===== config.mk =====
export PLATFORM = sky130hd
export DESIGN_NAME = line_fill_responder
export DESIGN_NICKNAME = d
export VERILOG_FILES = /design/src/rtl/line_fill_responder.sv
export SDC_FILE = /design/constraint.sdc
export NUM_CORES = 1
export LEC_CHECK = 0
export CORE_MARGIN = 1
export CORE_UTILIZATION = 30
export CTS_CLUSTER_DIAMETER = 80
export DETAILED_ROUTE_END_ITERATION = 8
export PLACE_DENSITY_LB_ADDON = 0.08
export REMOVE_ABC_BUFFERS = 1
export SYNTH_ARGS = -nofsm -noshare
export SYNTH_HDL_FRONTEND = slang
export SYNTH_SLANG_ARGS = --single-unit

===== constraint.sdc =====
create_clock -name clk -period 7.44 [get_ports clk]
set_clock_uncertainty 0.05 [all_clocks]
set_input_delay 2.232 -clock clk [delete_from_list [all_inputs] [get_ports clk]]
set_output_delay 2.232 -clock clk [all_outputs]
set_load 0.02 [all_outputs]

===== src/rtl/line_fill_responder.sv =====
// Cache line-fill responder: takes one fill request, issues a line-aligned bus
// request, gathers BEATS response beats into a line, then pulses mem_data_valid.
module line_fill_responder #(
  parameter int BLOCKSZ = 512,
  parameter int WIDTH   = 64,
  parameter int ADDRW   = 64,
  parameter int BEATS   = BLOCKSZ / WIDTH
) (
  input  logic               clk,
  input  logic               reset,
  input  logic               req_valid,
  input  logic [ADDRW-1:0]   req_addr,
  output logic               req_ready,
  output logic               bus_req,
  output logic [ADDRW-1:0]   bus_reqaddr,
  input  logic               bus_reqack,
  input  logic [WIDTH-1:0]   bus_resp,
  input  logic               bus_respvalid,
  output logic               bus_respack,
  output logic [BLOCKSZ-1:0] i_block,
  output logic               mem_data_valid
);

  localparam int CNTW = $clog2(BEATS);
  localparam int OFFW = $clog2(BLOCKSZ / 8);

  typedef enum logic [1:0] {
    S_IDLE,
    S_REQ,
    S_COLLECT,
    S_DELIVER
  } state_t;

  state_t             r_state;
  state_t             w_next;
  logic [ADDRW-1:0]   r_addr;
  logic [BLOCKSZ-1:0] r_block;
  logic [CNTW-1:0]    r_cnt;
  logic               w_accept;
  logic               w_beat;
  logic               w_last;

  assign w_accept = (r_state == S_IDLE) && req_valid;
  assign w_beat   = (r_state == S_COLLECT) && bus_respvalid;
  assign w_last   = w_beat && (r_cnt == CNTW'(BEATS - 1));

  always_ff @(posedge clk) begin
    if (reset) begin
      r_state <= S_IDLE;
    end else begin
      r_state <= w_next;
    end
  end

  always_comb begin
    w_next = r_state;
    case (r_state)
      S_IDLE:    if (w_accept) w_next = S_REQ;
      S_REQ:     if (bus_reqack) w_next = S_COLLECT;
      S_COLLECT: if (w_last) w_next = S_DELIVER;
      S_DELIVER: w_next = S_IDLE;
      default:   w_next = S_IDLE;
    endcase
  end

  // The line is cleared only on accept, so it stays readable after delivery
  // until the next request is taken.
  always_ff @(posedge clk) begin
    if (reset) begin
      r_addr  <= '0;
      r_block <= '0;
      r_cnt   <= '0;
    end else if (w_accept) begin
      r_addr  <= req_addr;
      r_block <= '0;
      r_cnt   <= '0;
    end else if (w_beat) begin
      r_block[int'(r_cnt) * WIDTH +: WIDTH] <= bus_resp;
      r_cnt <= w_last ? '0 : r_cnt + 1'b1;
    end
  end

  assign req_ready      = (r_state == S_IDLE);
  assign bus_req        = (r_state == S_REQ);
  assign bus_reqaddr    = {r_addr[ADDRW-1:OFFW], {OFFW{1'b0}}};
  assign bus_respack    = w_beat;
  assign i_block        = r_block;
  assign mem_data_valid = (r_state == S_DELIVER);

endmodule


Yosys cells after proc, flatten, opt, wreduce, memory -nomap -nowiden
Cells that the tools add are included.
{ "word_totals": {"output_inout_bits": 580, "memories": 0, "input_bits": 133, "latchBits": 0, "elab_cells": 27, "ram_bits": 0, "romBits": 0, "ff_bits": 581} }
{ "op_classes": {"n_mux": 6, "shifts": 2, "div": 0, "n_reduce_logical": 6, "mul": 0, "n_lt_le_gt_ge": 0, "n_addsub": 2, "eq_ne": 7, "bitwise": 0} }
{ "op_table": {"columns": ["operator", "count"], "rows": [
  ["$bwmux 512", 1],
  ["$shift 64x33->512 const A", 1],
  ["$shiftx 64x33->512", 1],
  ["$neg 9->33", 1],
  ["$pmux 2 s4", 1],
  ["$mux 2", 3],
  ["$eq 2x2->1 const B", 2],
  ["$ne 2x1->1 const B", 2],
  ["$add 3x1->3 const B", 1],
  ["$eq 3x3->1 const B", 1],
  ["$logic_and 1x1->1", 3],
  ["$mux 3", 1],
  ["$reduce_and 3->1", 1],
  ["$eq 2x1->1 const B", 1],
  ["$logic_not 2->1", 1],
  ["$ne 2x2->1 const B", 1],
  ["$reduce_or 2->1", 1]
]} }

Longest topological paths before layout
Gate-level depths: netlist (run 1).
{ "depth": {"ltp_word": 5, "depth_mapped": 10, "depth_no_buf": 6} }

Worst setup path after synthesis (run 1)
OpenSTA, ideal clock, no wires.
{ "synth_timing": {"path_type": "input to output", "startpoint": "input port bus_respvalid", "endpoint": "output port bus_respack", "slack_ns": 2.712, "arrival_time_ns": 2.446, "required_time_ns": 5.158, "n_path_buf": 0, "stages": 2, "path_cell_list": "nand2_4 -> inv_1"} }
{ "synth_via": {"elab_chain_cells": 1} }
{ "synth_lines": {"columns": ["element", "line", "source"], "rows": [
  ["start, declared", "18", "input logic bus_respvalid,"],
  ["$logic_and 1x1->1", "44", "assign w_beat = (r_state == S_COLLECT) && bus_respvalid;"],
  ["end, declared", "19", "output logic bus_respack,"]
]} }
Every way passes these cells.

Worst setup path in the final report (run 1)
Same ends and word-level chain as after synthesis.

==> results.md, run 1 <==
- Post-Synth XOR/XNOR Area: 0
- Highest clock rate: about 0.16 GHz
- Drt wl/cell: around 23 um
- R2r worst-path depth: 7
- First-pass GRT wire length: about 130,000 um
- Max-slew violations: 0
- Synth Area in Simple Gates: 0.1940
- #FFs+latches synth: around 580
- Final Hold Slack: a little over 0.4 ns
- Slowest stage delay, CP: approximately 0.70 ns
- Worst Hold Path Cells: 2
- Htree depth: 3
- CTS Sinks: about 580
- Register Area: between 0.01 and 0.015 mm^2
- Mux contribution to synthesized area: 0.1933
- Share of cells above drive strength 1: 0.05232
- PwrDens: approximately 230 mW/mm^2
- Hold path start: i_block[295]
- Gate power share: 0.152
- TritonCTS Buffers: 70
- Worst-path fanout max: 6
- Port Buf Inserts: 700
- Initial Util: 0.3047
- Largest net degree at the start of global routing: 200
- Seq/Total Area, Yosys: 0.4941
- First-iteration detailed-routing DRC count: about 1,000
- Max cap viols: 0
- Mapped Area: 0.02330 mm^2
- # resized after CTS: 0
- Clock Tree Root: clkbuf_16
- Die height: around 280 um
- Ys Warns: 0
- RR Endpoint: i_block[235]
- Vias per inst: around 4.9
- Slowest CP cell: clkdlybuf4s50_1
- Net Sw Frac: 0.2873
- Via count: 20,140
- Async SR Flop Fraction: 0
- Required @ worst endpoint: between 5 and 6 ns
- CP endpoint kind: output port
- Min-delay worst type: register to register
- Die area: 0.07878 mm^2
- CP Class: input pin to output port
- Initial antenna violation count: 4
- Largest family of logic cells by synthesized area: simple AND/OR/NAND/NOR gates
- DP HPWL: roughly 62,000 um
- Final period util: 0.8187
- Core area: 0.07645 mm^2
- Area Overhead vs Synth: 41.69%
- Leakage: around 12 nW
- GR Overflow Total: 0
- Routed wire length: slightly above 90,000 um
- Area of the multi-input gates: 0.01059 mm^2
- # IOs: 713
- Avg Cell Area, Syn: around 9.5 um^2
- Worst-path clk slew: ~0.06 ns
- Post-synth EDFFs: 0
- Reg power frac: 0.414
- Reg2reg setup slack: between 3 and 4 ns
- Post-synth cell types: 39
- DRC: 0
- Reg-to-Reg Start: r_cnt[0]
- CP startpoint kind: input pin
- Data arrival, critical path: approximately 3.8 ns
- Worst-margin pin slew: ~1.1 ns
- Vias in the first global route: roughly 20,000
- Commonest cells after routing, fill and taps aside: 699 x clkdlybuf4s50_1, 690 x nand2_1, 574 x dfxtp_1
- Critical path's top delay family: buffers and inverters
- Total Nets Final: ~3,200
- Hold worst-path end: i_block[295]
- Clk network pwr share: 0.434
- Clock Latency Late Sink: 0.59 ns
- Setup TNS: 0 ns
- CTS tree: done
- Post-CTS Setup Repair Bufs: 0
- Main synth FF type: dfxtp_1
- Slew margin rel.: 0.2345
- Overall die width: 280.7 um
- Final hold violations: 0
- DRT Pass-1 Iters: 5
- Final ANT Viol Nets: 0
- Adder-Cell Fraction of Synth Area: 0.006444
- Final setup viols: 0
- Most common cell after layout, fill and taps aside: clkdlybuf4s50_1
- Status: complete, no violations
- Complex-gate fraction of the synthesized area: 0.05505
- Cts hold-fix bufs: 0
- Num rows: slightly above 100
- Max IR drop VDD: roughly 0.18 mV
- Crit path buf inv count: 3
- FILL cells: around 7,400
- Tot GR Track Use: 0.2282
- CP Cell Sequence: clkdlybuf4s50_1 -> nand2_4 -> inv_1 -> clkdlybuf4s50_1
- Min Tclk post-route: around 6.1 ns
- CTS max path bufs: 3
- Gate Count Post-Synth: roughly 2,500
- Sw Pwr: 2.223 mW
- RSZ-0062 raised after global routing: false
- Cell Int Power: 5.516 mW
- Cell mode on critical path: clkdlybuf4s50_1
- GP Congestion: between 0.8 and 0.9
-- layer usage --
layer	vias to the layer above	track usage	routed length, um
met5	-	0	11
met3	146	0.05811	6058
met4	2	0.09766	3664
li1	9591	-	-
met2	613	0.3991	46150
met1	9784	0.2618	37040
-- sequential cells by signal, indices dropped and copies added (netlist names) --
name,flops
i_block,512
r_cnt,3
r_addr,58
r_state,2
-- kinds of logic (layout without fill, tap and decap cells) --
kind of cell	Yosys count	count (layout)
AOI/OAI and AO/OA	194	194
other	1	8
adders and majority gates	12	12
and+or+nand+nor	976	976
muxes	450	450
DFF	575	575
buffers and inverters	246	864
-- tightest hold or removal path, delay by kind of cell, from the launching register on --
family           cells  cell delay [ns]
and+or+nand+nor      1             0.05
muxes                1             0.05
DFF                  1             0.30
-- cell usage after synthesis (all sizes together) (21+ instances only) --
cell / count / area share
nand2: 693 / 0.11
dfxtp: 575 / 0.49
mux2i: 450 / 0.19
clkbuf: 138 / 0.022
nand4: 128 / 0.034
buf: 102 / 0.034
o211ai: 64 / 0.021
a21oi: 61 / 0.013
nand3b: 46 / 0.015
nand4b: 42 / 0.016
o31ai: 40 / 0.013
nand3: 28 / 0.0062
o21ai: 24 / 0.0052
nor2b: 21 / 0.0056
-- how the worst max path moves through the flow --
stage | slack, ns | cells past startpoint | to | from
floorplan | -19.11 | 3 | i_block[193] | reset
global placement | 1.37 | 4 | bus_respack | bus_respvalid
detailed placement | 1.36 | 4 | bus_respack | bus_respvalid
CTS | 1.35 | 4 | bus_respack | bus_respvalid
global route | 1.32 | 4 | bus_respack | bus_respvalid
finish | 1.35 | 4 | bus_respack | bus_respvalid
-- power groups by stage --
stage	logic (mW)	clock network, mW	registers [mW]
finish	1.17	3.36	3.20
floorplan	0.607	0	3.34
global placement	1.17	0	3.27
detailed placement	1.18	0	3.27
CTS	1.19	3.46	3.20
global route	1.27	3.58	3.21
-- layout make-up --
type | instances | area share
clock inverter | 10 | 0.002577
antenna | 2 | 0.0001516
tap | 1030 | 0.03904
multi-input combinational | 1638 | 0.3209
sequential | 575 | 0.3488
clock buffer | 113 | 0.06625
inverter | 6 | 0.0006822
timing repair buffer | 735 | 0.2216
-- stage by stage --
stage	total power, mW	std cells	setup slack (ns)	util	instance area (um^2)
after floorplan	3.951	2219	-19.11	-	22010
after CTS	7.847	4107	1.354	0.4317	33010
after global placement	4.433	3984	1.372	0.4020	30730
after detailed placement	4.452	3984	1.355	0.4020	30730
after global routing	8.064	4109	1.318	0.4318	33010
final	7.740	4109	1.349	0.4318	33010
Note: power is estimated with default switching activity, not from simulation.
==> run 2: changes to the inputs <==
- clock period: 7.44 -> 5.47 ns (I/O delays scaled with it)
==> run 2 against run 1 <==
Net effect: combinational power up 38%; sequential power rose by 36%; die area did not move; via count increased by 0.22%; utilization increased by 0.12 points; hold slack improved by 0.0013 ns; non-clock buffer count increased by 6; worst setup slack got worse by 0.76 ns; largest power group unchanged.
==> results.md, run 2 (synthesis gave the netlist of run 1 again) <==
- CTS max path bufs: 3
- Htree depth: 3
- Area Overhead vs Synth: 42.08%
- Min-delay worst type: register to register
- Highest clock rate: around 0.2 GHz
- CTS Sinks: around 580
- Setup TNS: 0 ns
- Commonest cells after routing, fill and taps aside: 699 x clkdlybuf4s50_1, 690 x nand2_1, 574 x dfxtp_1
- Worst-path clk slew: about 0.06 ns
- Final hold violations: 0
- Status: complete, no violations
- Sw Pwr: 3.039 mW
- Num rows: ~100
- PwrDens: 318.4 mW/mm^2
- Hold worst-path end: i_block[305]
- Share of cells above drive strength 1: 0.05514
- RR Endpoint: i_block[297]
- CP startpoint: bus_respvalid
- Fin worst setup slack: 0.5856 ns
- Max IR drop VDD: 0.2350 mV
- Slew margin rel.: 0.2310
- Post-Place Worst Slack: between 0.5 and 0.6 ns
- Total Nets Final: ~3,200
- Grt met1 use: 0.2557
- Port Buf Inserts: 700
- Worst-path fanout max: 6
- Leakage: between 10 and 15 nW
- CP endpoint kind: output port
- Reg2reg setup slack: slightly below 2 ns
- Cell Int Power: ~7.5 mW
- Core area: 0.07645 mm^2
- Final period util: 0.8929
- First-iteration detailed-routing DRC count: ~1,200
- Required @ worst endpoint: between 3 and 4 ns
- Largest net degree at the start of global routing: 175
- Cts hold-fix bufs: 0
- Gate power share: 0.154
- Final Hold Slack: 0.4037 ns
- DP HPWL: 62,470 um
- Pwr Total: 10.54 mW
- Hold path start: i_block[305]
- First-pass GRT wire length: 133,800 um
- GR Overflow Total: 0
- CP Class: input pin to output port
- GP Congestion: between 0.8 and 0.9
- Clock Tree Root: clkbuf_16
- CP startpoint kind: input pin
- Reg-to-Reg Start: r_cnt[0]
- Drt wl/cell: between 20 and 25 um
- # resized after CTS: 0
- Clock Latency Late Sink: 0.60 ns
- CTS tree: done
- Post-Route Utilization: 0.4330
- Overall die width: around 280 um
- GR Layer Usage met3: 0.05761
- Placement Cell Area: around 0.031 mm^2
- DRT Pass-1 Iters: 5
- GR Util met2: 0.4024
- DRC: 0
- Final ANT Viol Nets: 0
- FILL cells: ~7,400
- Min Tclk post-route: 4.884 ns
- # IOs: roughly 700
- GRT busiest layer: met2
- Via count: a little over 20,000
- Max cap viols: 0
- Tot GR Track Use: 0.2262
- TritonCTS Buffers: 69
- Reg power frac: 0.413
- Clk network pwr share: 0.433
- Final Non-Filler Cells: 4,114
- Die area: between 0.07 and 0.08 mm^2
- Worst-margin pin slew: 1.149 ns
- Routed wire length: 92,570 um
- Die height: 280.7 um
- Final instance area: 0.03310 mm^2
- Initial antenna violation count: 1
- Final setup viols: 0
- Data arrival, critical path: between 3 and 4 ns
- Vias in the first global route: 20,000
- Net Sw Frac: 0.2883
- Max-slew violations: 0
- R2r worst-path depth: 8
- Placed insts: ~4,000
- Initial Util: 0.3047
- Vias per inst: between 4 and 5
- RSZ-0062 raised after global routing: false
- Post-CTS Setup Repair Bufs: 0
- Most common cell after layout, fill and taps aside: clkdlybuf4s50_1
- Worst Hold Path Cells: 2
- Largest register FFs: between 500 and 600
run 2: cell types whose count changed in the layout (fill, tap and decap cells not counted), sizes merged:
cell / delta
buf: +6
clkbuf: -2
clkinv: +2
diode: -1
run 2: worst max-delay path, cell delays in order:
cell	delay, ns
clkdlybuf4s50_1	0.65
nand2_4	0.15
inv_1	0.08
clkdlybuf4s50_1	0.67
run 2: per-layer routing:
layer / wire, um / part of all wire
met5: 0 / 0
met4: 3416 / 0.037
met3: 5961 / 0.064
met2: 46500 / 0.50
met1: 36700 / 0.40
run 2: power groups by stage:
| stage | clock (mW) | combinational, mW | sequential, mW |
|---|---|---|---|
| after floorplan | 0 | 0.826 | 4.55 |
| after global placement | 0 | 1.62 | 4.44 |
| after detailed placement | 0 | 1.64 | 4.45 |
| after CTS | 4.70 | 1.64 | 4.36 |
| after global routing | 4.85 | 1.75 | 4.37 |
| final | 4.56 | 1.62 | 4.36 |
run 2: final cells by class:
class / count / area [um^2] / share of cell area
Antenna cell: 1 / 2.502 / 0.00007560
Clock buffer: 111 / 2167 / 0.06547
Clock inverter: 12 / 90.09 / 0.002722
Inverter: 6 / 22.52 / 0.0006804
Multi-Input combinational cell: 1638 / 10590 / 0.3200
Sequential cell: 575 / 11510 / 0.3479
Tap cell: 1030 / 1289 / 0.03893
Timing Repair Buffer: 741 / 7422 / 0.2242
run 2: worst max-delay path by stage:
stage | to | slack, ns | depth (start not counted)
after floorplan | i_block[193] | -20.87 | 5
after CTS | bus_respack | 0.57 | 4
final | bus_respack | 0.59 | 4
after detailed placement | bus_respack | 0.58 | 4
after global routing | bus_respack | 0.54 | 4
after global placement | bus_respack | 0.60 | 4
==> run 3: changes to the inputs <==
- CORE_ASPECT_RATIO: not set -> 0.9
- CTS_CLUSTER_SIZE: not set -> 12
==> run 3 against run 2 <==
Net effect: die area is essentially flat; utilization decreased by 1.2 points; sequential power is essentially flat.
==> results.md, run 3 (synthesis gave the netlist of run 1 again) <==
- DRT Pass-1 Iters: 5
- Via count: 20,070
- DP HPWL: approximately 61,000 um
- Crit path buf inv count: 3
- Routed wire length: between 90,000 and 100,000 um
- Final period util: 0.9063
- CP Class: input pin to output port
- Leakage: ~12 nW
- Final ANT Viol Nets: 0
- Vias per inst: around 5
- Worst-margin pin slew: about 1.3 ns
- Tot GR Track Use: 0.2289
- CP Cell Sequence: clkdlybuf4s50_1 -> nand2_4 -> inv_1 -> clkdlybuf4s50_1
- Max cap viols: 0
- Cts hold-fix bufs: 0
- Largest register FFs: 512
- Required @ worst endpoint: 3.78 ns
- Overall die width: 295.8 um
- Commonest cells after routing, fill and taps aside: 699 x clkdlybuf4s50_1, 691 x nand2_1, 574 x dfxtp_1
- CTS Sinks: around 580
- Slew margin rel.: 0.1351
- Vias in the first global route: ~20,000
- Clock Latency Late Sink: 0.60 ns
- Initial Util: 0.3045
- # IOs: a little over 700
- Die height: ~270 um
- Status: complete, no violations
- CTS max path bufs: 3
- Share of cells above drive strength 1: 0.03752
- Worst-path fanout max: 6
- Post-Route Utilization: 0.4212
- Die area: between 0.07 and 0.08 mm^2
- Cell mode on critical path: clkdlybuf4s50_1
- GR Overflow Total: 0
- Post-CTS Setup Repair Bufs: 0
- Num rows: 96
- RSZ-0062 raised after global routing: false
- Initial antenna violation count: 5
- CP startpoint kind: input pin
- Slowest CP cell: clkdlybuf4s50_1
- Core area: between 0.07 and 0.08 mm^2
- Total Nets Final: around 3,200
- R2r worst-path depth: 6
- Most common cell after layout, fill and taps aside: clkdlybuf4s50_1
- Worst Hold Path Cells: 2
- Min-delay worst type: register to register
- Worst-path clk slew: 0.06 ns
- Port Buf Inserts: 700
- PwrDens: between 200 and 300 mW/mm^2
- Largest net degree at the start of global routing: 234
- DRC: 0
- First-iteration detailed-routing DRC count: 1,127
- CTS tree: done
- Max IR drop VDD: ~0.22 mV
- Final setup viols: 0
- Max-slew violations: 0
- Highest clock rate: approximately 0.2 GHz
- Clock Tree Root: clkbuf_16
- GP Congestion: 0.8149
- Crit path depth: 4
- Min Tclk post-route: 4.958 ns
- Slowest stage delay, CP: 0.75 ns
- Data arrival, critical path: ~3.3 ns
- CP endpoint kind: output port
- # resized after CTS: 0
- TritonCTS Buffers: 54
- Htree depth: 2
- Area Overhead vs Synth: 38.32%
- Critical path's top delay family: buffers and inverters
- Final hold violations: 0
- Final Hold Slack: between 0.4 and 0.5 ns
- Drt wl/cell: roughly 23 um
- First-pass GRT wire length: approximately 140,000 um
==> run 3: path summary, 6_finish.rpt <==
| kind | start | endpoint | slack (ns) |
|---|---|---|---|
| hold / removal | r_addr[22] | r_addr[22] | 0.40 |
| setup reg to reg | r_cnt[0] | i_block[183] | 1.70 |
| setup / recovery | bus_respvalid | bus_respack | 0.51 |
| hold reg to reg | r_addr[22] | r_addr[22] | 0.40 |
==> run 3: stage by stage <==
step | std cells | setup WS [ns] | area, um^2 | TNS, ns | total power, mW
floorplan | 2219 | -20.87 | 22010 | -7168.08 | 5.374
global placement | 3982 | 0.5456 | 30810 | 0 | 6.048
detailed placement | 3982 | 0.5358 | 30810 | 0 | 6.073
CTS | 4041 | 0.5253 | 32220 | 0 | 9.484
global route | 4043 | 0.4888 | 32220 | 0 | 9.748
finish | 4045 | 0.5124 | 32230 | 0 | 9.355
==> run 3: final cells by class <==
type | count | area (um^2)
Clock inverter | 3 | 25.02
Inverter | 6 | 22.52
Sequential cell | 575 | 11510
Multi-Input combinational cell | 1638 | 10590
Antenna cell | 4 | 10.01
Clock buffer | 56 | 1380
Fill cell | 7449 | 44290
Tap cell | 1029 | 1287
Timing Repair Buffer | 734 | 7395
==> run 3: power breakdown <==
group | internal, mW | total [mW] | switching, mW
combinational | 0.493 | 1.63 | 1.14
clock | 1.77 | 3.38 | 1.61
sequential | 4.29 | 4.35 | 0.0625
total | 6.55 | 9.35 | 2.81
==> run 3: tightest hold or removal path, delay by kind of cell, from the launching register on <==
family	cells	cell delay (ns)
AO/OA/AOI/OAI	1	0.05
flip-flops	1	0.31
AND/OR/NAND/NOR	1	0.05
==> run 3: metal layers <==
metal  wire length (um)  GRT usage
met1              38980     0.2800
met2              44270     0.3783
met3               7093    0.06637
met4               3445    0.08570
met5                 31          0
